**config.mk**
```make
export PLATFORM = sky130hd
export DESIGN_NAME = display_scan_mux
export DESIGN_NICKNAME = d
export VERILOG_FILES = /design/src/rtl/display_scan_mux.sv
export SDC_FILE = /design/constraint.sdc
export NUM_CORES = 1
export LEC_CHECK = 0
export ABC_AREA = 1
export BUFFER_PORTS_ARGS = -buffer_cell sky130_fd_sc_hd__buf_2
export CORE_MARGIN = 2
export CORE_UTILIZATION = 40
export DETAILED_ROUTE_END_ITERATION = 7
export PLACE_DENSITY_LB_ADDON = 0.25
export SLEW_MARGIN = 20
export SYNTH_ARGS = -nofsm -noshare
export SYNTH_HDL_FRONTEND = slang
export SYNTH_SLANG_ARGS = --single-unit
export TNS_END_PERCENT = 10
```
**constraint.sdc**
```tcl
create_clock -name Clk -period 4.05 [get_ports Clk]
set_clock_uncertainty 0.15 [all_clocks]
set_input_delay 0.405 -clock Clk [delete_from_list [all_inputs] [get_ports Clk]]
set_output_delay 0.405 -clock Clk [all_outputs]
set_load 0.005 [all_outputs]
```
**src/rtl/display_scan_mux.sv**
```systemverilog
// Time-multiplexed hex scanner for a common-anode 7-segment display with a
// frame-aligned valid/ready word buffer. Define LZB_EN for leading-zero blanking.
module display_scan_mux #(
  parameter int NDIG = 8,
  parameter int DIV  = 50000
) (
  input  logic              Clk,
  input  logic              Reset,
  input  logic [NDIG*4-1:0] iData,
  input  logic              iValid,
  output logic              oReady,
  input  logic              iBlank,
  output logic [3:0]        Nibble,
  output logic [NDIG-1:0]   oDigEn,
  output logic              oFrame
);

  localparam int PW = (DIV > 1) ? $clog2(DIV) : 1;
  localparam int IW = $clog2(NDIG);
  localparam logic [PW-1:0] PRESC_MAX = PW'(DIV - 1);
  localparam logic [IW-1:0] IDX_MAX   = IW'(NDIG - 1);

  logic [PW-1:0]     presc_q, presc_d;
  logic [IW-1:0]     idx_q, idx_d;
  logic [NDIG*4-1:0] disp_q, disp_d;
  logic [NDIG*4-1:0] pend_q, pend_d;
  logic              pend_full_q, pend_full_d;
  logic [3:0]        nibble_q, nibble_d;
  logic [NDIG-1:0]   dig_en_q, dig_en_d;
  logic              frame_q, frame_d;

  logic              tick, boundary, swap, capture, digit_on;
  logic [NDIG*4-1:0] src;

  always_comb begin
    tick     = (presc_q == PRESC_MAX);
    boundary = tick && (idx_q == '0);
    swap     = boundary && pend_full_q;
    capture  = iValid && !pend_full_q;
    // Swapping word is forwarded so digit 0 of the new frame already shows it
    src      = swap ? pend_q : disp_q;

    presc_d     = tick ? '0 : presc_q + PW'(1);
    idx_d       = idx_q;
    nibble_d    = nibble_q;
    dig_en_d    = dig_en_q;
    disp_d      = disp_q;
    pend_d      = pend_q;
    pend_full_d = pend_full_q;
    frame_d     = boundary;
    digit_on    = 1'b1;

`ifdef LZB_EN
    // Lit if this digit or any more significant one is nonzero; digit 0 always lit
    digit_on = (idx_q == '0) || ((src >> {idx_q, 2'b00}) != '0);
`endif

    if (tick) begin
      idx_d    = (idx_q == IDX_MAX) ? '0 : idx_q + IW'(1);
      nibble_d = src[{idx_q, 2'b00} +: 4];
      dig_en_d = (iBlank || !digit_on) ? '1 : ~(NDIG'(1) << idx_q);
    end

    if (swap) begin
      disp_d      = pend_q;
      pend_full_d = 1'b0;
    end

    if (capture) begin
      pend_d      = iData;
      pend_full_d = 1'b1;
    end
  end

  always_ff @(posedge Clk or posedge Reset) begin
    if (Reset) begin
      presc_q     <= '0;
      idx_q       <= '0;
      disp_q      <= '0;
      pend_q      <= '0;
      pend_full_q <= 1'b0;
      nibble_q    <= '0;
      dig_en_q    <= '1;
      frame_q     <= 1'b0;
    end else begin
      presc_q     <= presc_d;
      idx_q       <= idx_d;
      disp_q      <= disp_d;
      pend_q      <= pend_d;
      pend_full_q <= pend_full_d;
      nibble_q    <= nibble_d;
      dig_en_q    <= dig_en_d;
      frame_q     <= frame_d;
    end
  end

  assign oReady = !pend_full_q;
  assign Nibble = nibble_q;
  assign oDigEn = dig_en_q;
  assign oFrame = frame_q;

endmodule
```
==> parameters.txt, run 1 <==
Parameter                              Value

Floorplanning
  Horizontal extent of the die ... 109 µm
  Die Outline Area ... 11900 µm²
  FP Rows ... 38
  Initial standard-cell utilization of the core ... 40.9%
  I/O pin count ... 50
  Die Span Y ... 109 µm
  Core area ... 10800 µm²

Yosys
  Post-synthesis sequential area ratio ... 55.0%
  Number of distinct library cell variants in the gate-level netlist after synthesis ... 35
  Number of storage elements in the synthesis netlist ... 97
  Multiplexer share of the synthesized area ... 8.13%
  Total nets after synthesis ... 498
  Parity-gate share of the synthesized area counting xor and xnor cells ... 0.593%
  Total number of yosys warnings ... 0
  Post-synthesis share of cell area spent on and, or, nand and nor gates ... 26.8%
  Largest family of logic cells by synthesized area ... simple AND/OR/NAND/NOR gates
  Post-Synthesis Mean Instance Area ... 9.74 µm²
  Synth Area in Adders ... 1.98%
  Syn Std Cell Area ... 4430 µm²
  Compound-Gate Fraction of Synth Area ... 2.60%
  Gate count of the mapped netlist ... 455

Layout
  Post-synthesis to final-layout area growth ... 12.9%
  Post-route standard cell area excluding fillers ... 5000 µm²
  Non-Filler Instances ... 648
  Antenna diodes ... 0
  Post-layout nets ... 546
  Layout cells sized above 1 ... 26.8%

Global route
  Global-route wire length before repair ... 16200 µm
  Antenna violations before repair ... 0
  Vias in the first global route ... 3225
  All-layer global routing usage ... 17.7%
  Pin count of the biggest net entering global routing ... 48
  Overall overflow remaining after global route ... 0

Timing
  Final critical-path required period ... 3.15 ns
  RSZ-0062 raised after global routing ... no
  Final sum of negative setup slack ... 0 ns
  Number of setup violations in the final report ... 0
  Worst slew slack as a fraction of its limit ... 44.0%
  Final period util ... 77.9%
  Count of endpoints failing hold in the final timing report ... 0
  Highest achievable clock rate ... 317 MHz
  Number of pins exceeding their max-slew limit in the final report ... 0
  Slew of the pin with the lowest slew margin ... 0.839 ns

Setup path
  Critical Path Source Type ... flip-flop
  Worst endpoint required time ... 4.21 ns
  Family with the most delay on the worst path ... simple AND/OR/NAND/NOR gates
  Worst Path Class, Setup ... reg -> reg
  Crit-path max FO ... 33
  Critical Path End Type ... flip-flop
  Stage delay of the slowest cell on the critical path ... 0.53 ns
  Register-to-register path setup slack ... 0.90 ns
  Worst endpoint data arrival time ... 3.31 ns
  Critical Path, Cell by Cell ... clkinv_1, ha_1, inv_1, nor2_4, nand4_4, clkinv_2, nand2_1, nand3_1, nand3_1, nand3_1, nand3_1, nand2_1
  Worst path slowest cell ... dfrtp_1
  Cell mode on critical path ... nand3_1
  Crit path buffers/inverters ... 3

Clock network
  Hold buffers post-CTS ... 0
  Cts bufs inserted ... 9
  Buffers inserted during post-CTS setup optimization ... 0
  Maximum count of clock buffers along a single path ... 2
  CTS clock-pin slew for the worst setup and hold paths ... 0.10 ns
  CTS H-tree lvls ... 3
  CTS root buffer ... clkbuf_8
  CTS Sinks ... 97
  Clock tree from TritonCTS ... yes
  Worst-skew pair later-pin latency ... 0.37 ns
  Quantity of gates resized following cts ... 0

Route
  Via-per-instance ratio ... 5.08
  Average wire per cell in the routed design ... 14.7 µm
  DRC marker count from the first detailed-route iteration ... 214
  Drt drc ... 0
  Total vias in the final route ... 3290
  Number of detailed-routing iterations run before antenna repair ... 5
  DRT Wirelength ... 9500 µm
  Antenna Violating Nets Remaining ... 0

Power and ir drop
  Switching Power ... 0.386 mW
  Reported leakage power ... 2.59 nW
  Switching share of total power ... 22.6%
  Internal power ... 1.32 mW
  Combinational share of power ... 3.7%
  Sequential share of power ... 59.4%
  Power per cell area ... 341 nW/µm²
  Peak VDD IR ... 0.178 mV
  Power Total ... 1.71 mW
  Clock power frac ... 36.9%

Run
  Number of violations of the max-capacitance limit ... 0

Place
  Number of port buffers ... 49
  Placed instance area ... 4800 µm²
  Placer Congestion ... 0.848
  Placed cell count ... 632
  Detailed-placement wirelength estimate ... 6600 µm

Worst hold path
  Path category of the worst min-delay check ... in -> async

Run status
  Outcome ... finished clean
-- power groups by stage --
| stage | clock network (mW) | registers (mW) | logic (mW) |
|---|---|---|---|
| after detailed placement | 0 | 1.03 | 0.0658 |
| final | 0.630 | 1.01 | 0.0632 |
| after floorplan | 0 | 1.02 | 0.0387 |
| after global routing | 0.692 | 1.02 | 0.0730 |
| after CTS | 0.645 | 1.01 | 0.0658 |
| after global placement | 0 | 1.03 | 0.0637 |
-- kinds of logic (layout without fill, tap and decap cells) --
group,Yosys count,after routing
xor gates and xnor gates,3,3
buffers and inverters,49,102
DFF,97,97
and+or+nand+nor,250,250
AOI/OAI and AO/OA,17,17
adders and majority gates,7,7
muxes,32,32
-- path summary, 6_finish.rpt --
check / depth (start not counted) / to / from
max: 12 / Nibble[3] / idx_q[1]
min: 2 / disp_q[15] / Reset
max reg2reg: 12 / Nibble[3] / idx_q[1]
min reg2reg: 1 / presc_q[0] / presc_q[0]
max in group asynchronous: 3 / oDigEn[6] / Reset
min in group Clk: 2 / pend_q[5] / iData[5]
-- routing by layer --
layer | GRT usage (%) | vias up | wire (µm)
met5 | 0 | - | 0
met1 | 26.2 | 1577 | 4840
met3 | 3.11 | 10 | 490
li1 | - | 1610 | -
met4 | 6.87 | 0 | 148
met2 | 25.9 | 93 | 4030
-- per-stage QoR --
stage / utilization [%] / hold slack [ns] / setup WS [ns]
floorplan: - / 0.294 / 0.975
global placement: 44.3 / 0.309 / 1.08
detailed placement: 44.3 / 0.313 / 0.933
CTS: 46.1 / 0.0425 / 0.892
global route: 46.1 / 0.0805 / 0.599
finish: 46.1 / 0.0144 / 0.896
-- synthesized netlist by cell type --
cell	count	area [µm²]
nor2_1	27	101
nand4_1	18	113
a2bb2oi_1	1	8.76
xor2_1	3	26.3
nor3_2	1	10.0
clkinv_2	1	5.00
clkbuf_1	3	11.3
dfrtp_1	89	2230
nor4_2	1	12.5
buf_1	1	3.75
mux2_2	32	360
or2_2	1	6.26
nand2_1	115	432
a21oi_1	4	20.0
nor3b_2	1	12.5
buf_6	2	22.5
nor3b_1	1	7.51
inv_2	2	7.51
buf_2	12	60.1
nand3_2	3	30.0
inv_1	25	93.8
dfstp_2	8	210
o211ai_1	1	7.51
nand3_1	63	315
a31oi_1	4	25.0
clkinv_1	2	7.51
a41oi_1	5	43.8
nand4_4	1	21.3
nor3_1	6	30.0
buf_4	1	7.51
o21ai_0	2	10.0
ha_1	7	87.6
nor2_2	5	31.3
nand2_2	3	18.8
nor2_4	4	45.0
-- area by class of cell --
cell class	count	area, µm²
multi-input combinational	309	1780
clock buffer	13	179
inverter	30	115
tap	140	175
timing repair buffer	56	298
clock inverter	3	22.5
sequential	97	2440
fill	1047	5840
-- flip-flops by register name (all words and copies together) (netlist names) --
register and count:
Nibble 4, disp_q 32, idx_q 3, oDigEn 8
oFrame 1, pend_full_q 1, pend_q 32, presc_q 16
-- layout by cell type, fill, tap and decap left out, types with 8 or more instances in the layout --
cell,synthesis,layout
nand3_1,63,63
nor2_1,27,27
nand2_1,115,115
buf_2,12,49
nand4_1,18,18
dfrtp_1,89,89
inv_1,25,24
mux2_2,32,32
clkbuf_8,0,13
dfstp_2,8,8
Power figures use the tool's default switching activity.
==> inputs of run 2 (changes only) <==
==> constraint.sdc (replaced) <==
create_clock -name Clk -period 3.08 [get_ports Clk]
set_clock_uncertainty 0.15 [all_clocks]
set_input_delay 0.308 -clock Clk [delete_from_list [all_inputs] [get_ports Clk]]
set_output_delay 0.308 -clock Clk [all_outputs]
set_load 0.005 [all_outputs]
==> parameters.txt, run 2 (same netlist as run 1, synthesis figures left out) <==
Parameter                              Value

Run status
  Outcome ... finished clean

Timing
  Final period util ... 81.4%
  Count of endpoints failing hold in the final timing report ... 0
  Tightest hold margin ... 0.0155 ns
  Worst slew slack as a fraction of its limit ... 53.9%
  Final critical-path required period ... 2.51 ns
  Number of setup violations in the final report ... 0
  RSZ-0062 raised after global routing ... no
  Slew of the pin with the lowest slew margin ... 0.689 ns
  Final sum of negative setup slack ... 0 ns
  Highest achievable clock rate ... 399 MHz
  Number of pins exceeding their max-slew limit in the final report ... 0

Clock network
  CTS Sinks ... 97
  Cts bufs inserted ... 9
  CTS H-tree lvls ... 3
  CTS root buffer ... clkbuf_8
  Clock tree from TritonCTS ... yes
  Maximum count of clock buffers along a single path ... 2
  CTS clock-pin slew for the worst setup and hold paths ... 0.10 ns
  Buffers inserted during post-CTS setup optimization ... 0
  Worst-skew pair later-pin latency ... 0.37 ns

Global route
  Overall overflow remaining after global route ... 0
  Antenna violations before repair ... 0
  Routing layer with the top usage in global route ... met1
  Met2 track demand over resource ... 26.0%
  Pin count of the biggest net entering global routing ... 61
  Vias in the first global route ... 3240
  Met3 track demand over resource ... 3.23%
  All-layer global routing usage ... 17.7%
  M1 GR Usage ... 26.5%
  Global-route wire length before repair ... 16100 µm

Route
  DRT Wirelength ... 9660 µm
  Total vias in the final route ... 3388
  DRC marker count from the first detailed-route iteration ... 195
  Average wire per cell in the routed design ... 14.6 µm
  Number of detailed-routing iterations run before antenna repair ... 4
  Drt drc ... 0
  Via-per-instance ratio ... 5.13
  Antenna Violating Nets Remaining ... 0

Worst hold path
  Path category of the worst min-delay check ... in -> reg
  Number of instances on the worst hold path ... 2
  WHS Endpoint ... pend_q[24]
  Launch instance of the worst min-delay path ... iData[24]

Power and ir drop
  Power per cell area ... 434 nW/µm²
  Reported leakage power ... 2.63 nW
  Peak VDD IR ... 0.203 mV
  Power Total ... 2.22 mW

Layout
  Post-synthesis to final-layout area growth ... 15.4%
  Post-layout nets ... 558
  Core occupancy in the finished layout ... 47.2%
  Antenna diodes ... 0
  Leading cell type in the layout, fill and taps excluded ... nand2_1
  Non-Filler Instances ... 660
  Largest registers ranked by flip-flop count ... disp_q x32, pend_q x32, presc_q x16
  Layout cells sized above 1 ... 26.5%
  Leading cell types in the layout, fill and taps excluded ... 115 x nand2_1, 89 x dfrtp_1, 63 x nand3_1

Floorplanning
  I/O pin count ... 50
  Die Span Y ... 109 µm
  Initial standard-cell utilization of the core ... 40.9%
  Horizontal extent of the die ... 109 µm
  Die Outline Area ... 11900 µm²
  FP Rows ... 38
  Core area ... 10800 µm²

Setup path
  Crit-path max FO ... 20
  Worst R2R End ... Nibble[1]
  Critical Path End Type ... flip-flop
  Register-to-register path setup slack ... 0.57 ns
  Critical Path Source Type ... flip-flop
  Path depth of the worst reg2reg path ... 12
  Worst Path Class, Setup ... reg -> reg
  Worst endpoint required time ... 3.20 ns
  Reg2Reg Launch Point ... idx_q[1]
  Worst endpoint data arrival time ... 2.63 ns

Place
  Placed cell count ... 634
  Detailed-placement wirelength estimate ... 6630 µm
  Number of port buffers ... 49
  Placer Congestion ... 0.830

Run
  Number of violations of the max-capacitance limit ... 0
[run 2: cell count changes in the layout (fill, tap and decap cells not counted), sizes merged]
cell         change
buf              +2
dlygate4sd3     +10
inv              +3
clkinvlp         +2
clkbuf           -3
clkinv           -2
[run 2: worst max-delay path by stage]
| stage | startpoint | endpoint | slack, ns | cells past startpoint |
|---|---|---|---|---|
| 2_1_floorplan | Reset | Nibble[0] | 0.10 | 1 |
| 3_3_place_gp | presc_q[0] | Nibble[2] | 0.59 | 11 |
| 3_5_place_dp | presc_q[0] | Nibble[1] | 0.56 | 11 |
| 4_1_cts | presc_q[0] | Nibble[1] | 0.55 | 11 |
| 5_1_grt | presc_q[0] | Nibble[2] | 0.26 | 11 |
| 6_report | idx_q[1] | Nibble[1] | 0.57 | 12 |
[run 2: layout make-up]
class                      count  area, µm²
fill                        1063       5730
sequential                    97       2440
multi-input combinational    309       1780
timing repair buffer          68        425
tap                          140        175
clock buffer                  10        138
inverter                      30        115
clock inverter                 6       48.8
[run 2: critical path: stages, from the launching register on]
cell	delay [ns]
dfrtp_1	0.59
clkinv_1	0.15
ha_1	0.22
inv_1	0.09
nor2_4	0.05
nand4_4	0.26
clkinv_2	0.29
nand2_1	0.15
nand3_1	0.09
nand3_1	0.14
nand3_1	0.09
nand3_1	0.08
nand2_1	0.05
[run 2: layer usage]
layer  wire, µm  vias up
li1           -     1645
met1       4870     1655
met2       4190       79
met3        462        9
met4        137        0
met5          0        -
[run 2: per-stage QoR]
stage / area (µm²) / setup slack, ns
2_1_floorplan: 4430 / 0.102
3_3_place_gp: 4830 / 0.593
3_5_place_dp: 4830 / 0.562
4_1_cts: 5110 / 0.548
5_1_grt: 5110 / 0.257
6_report: 5110 / 0.571
[run 2: timing repair]
action	4_1_cts	5_1_grt
hold endpoints to repair	46	0
resized for setup	0	0
endpoints found under the setup margin	0	0
hold buffers	10	0
[run 2: report_power, final]
group | switching [mW] | internal (mW) | leakage [nW]
clock | 0.464 | 0.326 | 0.0912
combinational | 0.0416 | 0.0519 | 1.26
sequential | 0.0247 | 1.31 | 1.28
==> inputs of run 3 (changes only) <==
==> constraint.sdc (replaced) <==
create_clock -name Clk -period 2.2 [get_ports Clk]
set_clock_uncertainty 0.15 [all_clocks]
set_input_delay 0.22 -clock Clk [delete_from_list [all_inputs] [get_ports Clk]]
set_output_delay 0.22 -clock Clk [all_outputs]
set_load 0.005 [all_outputs]
==> parameters.txt, run 3 (same netlist as run 1, synthesis figures left out) <==
Parameter                              Value

Timing
  Tightest hold margin ... 0.0619 ns
  Count of endpoints failing hold in the final timing report ... 0
  Worst slew slack as a fraction of its limit ... 58.0%
  Highest achievable clock rate ... 488 MHz
  Least setup slack across all paths after layout ... 0.151 ns
  Slew of the pin with the lowest slew margin ... 0.628 ns
  Final critical-path required period ... 2.05 ns
  RSZ-0062 raised after global routing ... yes
  Number of pins exceeding their max-slew limit in the final report ... 0
  Number of setup violations in the final report ... 0
  Final period util ... 93.1%

Floorplanning
  Core area ... 10800 µm²
  Die Outline Area ... 11900 µm²
  Die Span Y ... 109 µm
  Initial standard-cell utilization of the core ... 40.9%
  I/O pin count ... 50
  Horizontal extent of the die ... 109 µm
  FP Rows ... 38

Place
  Number of port buffers ... 49
  Placed instance area ... 4910 µm²
  Placer Congestion ... 0.815
  Worst setup slack before clock tree synthesis ... 0.0397 ns
  Detailed-placement wirelength estimate ... 6680 µm

Setup path
  Worst setup startpoint ... presc_q[0]
  Critical Path End Type ... flip-flop
  Critical Path Source Type ... flip-flop
  Worst path slowest cell ... dfrtp_1
  Worst endpoint data arrival time ... 2.15 ns
  Critical Path, Cell by Cell ... ha_4, nand2_2, nor2_4, nand2_1, nor2_2, nand2_1, nor2_2, nand2_2, nor2_4, inv_1, nor4_2, nor3_1
  Worst R2R End ... presc_q[14]
  Stage delay of the slowest cell on the critical path ... 0.43 ns
  Reg2Reg Launch Point ... presc_q[0]
  Register-to-register path setup slack ... 0.15 ns
  Path depth of the worst reg2reg path ... 12
  Worst setup endpoint ... presc_q[14]
  Worst Path Class, Setup ... reg -> reg
  Worst endpoint required time ... 2.30 ns
  Crit-path max FO ... 3

Clock network
  CTS Sinks ... 97
  Maximum count of clock buffers along a single path ... 2
  Clock tree from TritonCTS ... yes
  CTS H-tree lvls ... 3
  CTS root buffer ... clkbuf_8
  Worst-skew pair later-pin latency ... 0.39 ns
  Cts bufs inserted ... 9
  CTS clock-pin slew for the worst setup and hold paths ... 0.10 ns
  Buffers inserted during post-CTS setup optimization ... 0

Worst hold path
  Path category of the worst min-delay check ... in -> reg

Global route
  Vias in the first global route ... 3361
  Overall overflow remaining after global route ... 0
  Global-route wire length before repair ... 16700 µm
  All-layer global routing usage ... 18.4%
  Pin count of the biggest net entering global routing ... 35
  Antenna violations before repair ... 0

Route
  Via-per-instance ratio ... 5.00
  Average wire per cell in the routed design ... 14.6 µm
  DRT Wirelength ... 10100 µm
  Number of detailed-routing iterations run before antenna repair ... 4
  Drt drc ... 0
  DRC marker count from the first detailed-route iteration ... 183
  Antenna Violating Nets Remaining ... 0
  Total vias in the final route ... 3453

Layout
  Largest registers ranked by flip-flop count ... disp_q x32, pend_q x32, presc_q x16
  Layout cells sized above 1 ... 27.0%
  Post-layout nets ... 589
  Antenna diodes ... 0
  Core occupancy in the finished layout ... 50.4%
  Number of inserted filler cells in the final layout ... 1019
  Post-synthesis to final-layout area growth ... 23.3%
  Leading cell types in the layout, fill and taps excluded ... 114 x nand2_1, 88 x dfrtp_1, 62 x nand3_1
  Leading cell type in the layout, fill and taps excluded ... nand2_1
  Post-route standard cell area excluding fillers ... 5470 µm²

Power and ir drop
  Reported leakage power ... 2.79 nW
  Peak VDD IR ... 0.322 mV
  Power per cell area ... 566 nW/µm²
  Power Total ... 3.09 mW

Run status
  Outcome ... finished clean

Run
  Number of violations of the max-capacitance limit ... 0
[run 3: power breakdown]
group | total (mW) | internal (mW) | switching, mW
sequential | 1.86 | 1.83 | 0.0289
combinational | 0.169 | 0.103 | 0.0660
clock | 1.06 | 0.418 | 0.646
total | 3.09 | 2.35 | 0.740
[run 3: metrics by stage]
step	TNS [ns]	cells
2_1_floorplan	-0.856	455
3_3_place_gp	0	641
3_5_place_dp	0	641
4_1_cts	0	691
5_1_grt	-0.0739	691
6_report	0	691
[run 3: area by class of cell]
cell class	instances	area, µm²	share of cell area, %
flip-flops and latches	97	2440	44.6
multi-input cells	309	1810	33.2
repair buffers	99	751	13.7
well taps	140	175	3.20
clock buffers	10	128	2.33
inverters	30	119	2.17
clock inverters	6	41.3	0.755
[run 3: critical path: cells and delay by family (launching register included)]
kind,cells,cell delay (ns)
adder cells (fa/ha/maj),1,0.18
buffers and inverters,1,0.07
flip-flops,1,0.43
AND/OR/NAND/NOR,10,1.10
[run 3: worst min-delay path by stage]
| stage | startpoint | to | slack [ns] | cells after the start |
|---|---|---|---|---|
| after floorplan | iValid | pend_full_q | 0.21 | 2 |
| after global placement | Reset | presc_q[12] | 0.18 | 2 |
| after detailed placement | Reset | pend_q[17] | 0.19 | 2 |
| after CTS | iBlank | oDigEn[7] | 0.07 | 3 |
| after global routing | iBlank | oDigEn[0] | 0.11 | 3 |
| final | iBlank | oDigEn[7] | 0.06 | 3 |
[run 3: repair_timing]
item	CTS	global route
hold buffers	34	0
hold endpoints to repair	57	0
gates resized for setup	0	12
endpoints found under the setup margin	0	8
[run 3: metal layers]
metal	up-vias	wire length, µm	global-route usage [%]
met5	-	0	0
met4	0	148	6.60
met3	14	504	2.87
met2	92	4670	27.9
met1	1643	4790	26.6
li1	1704	-	-
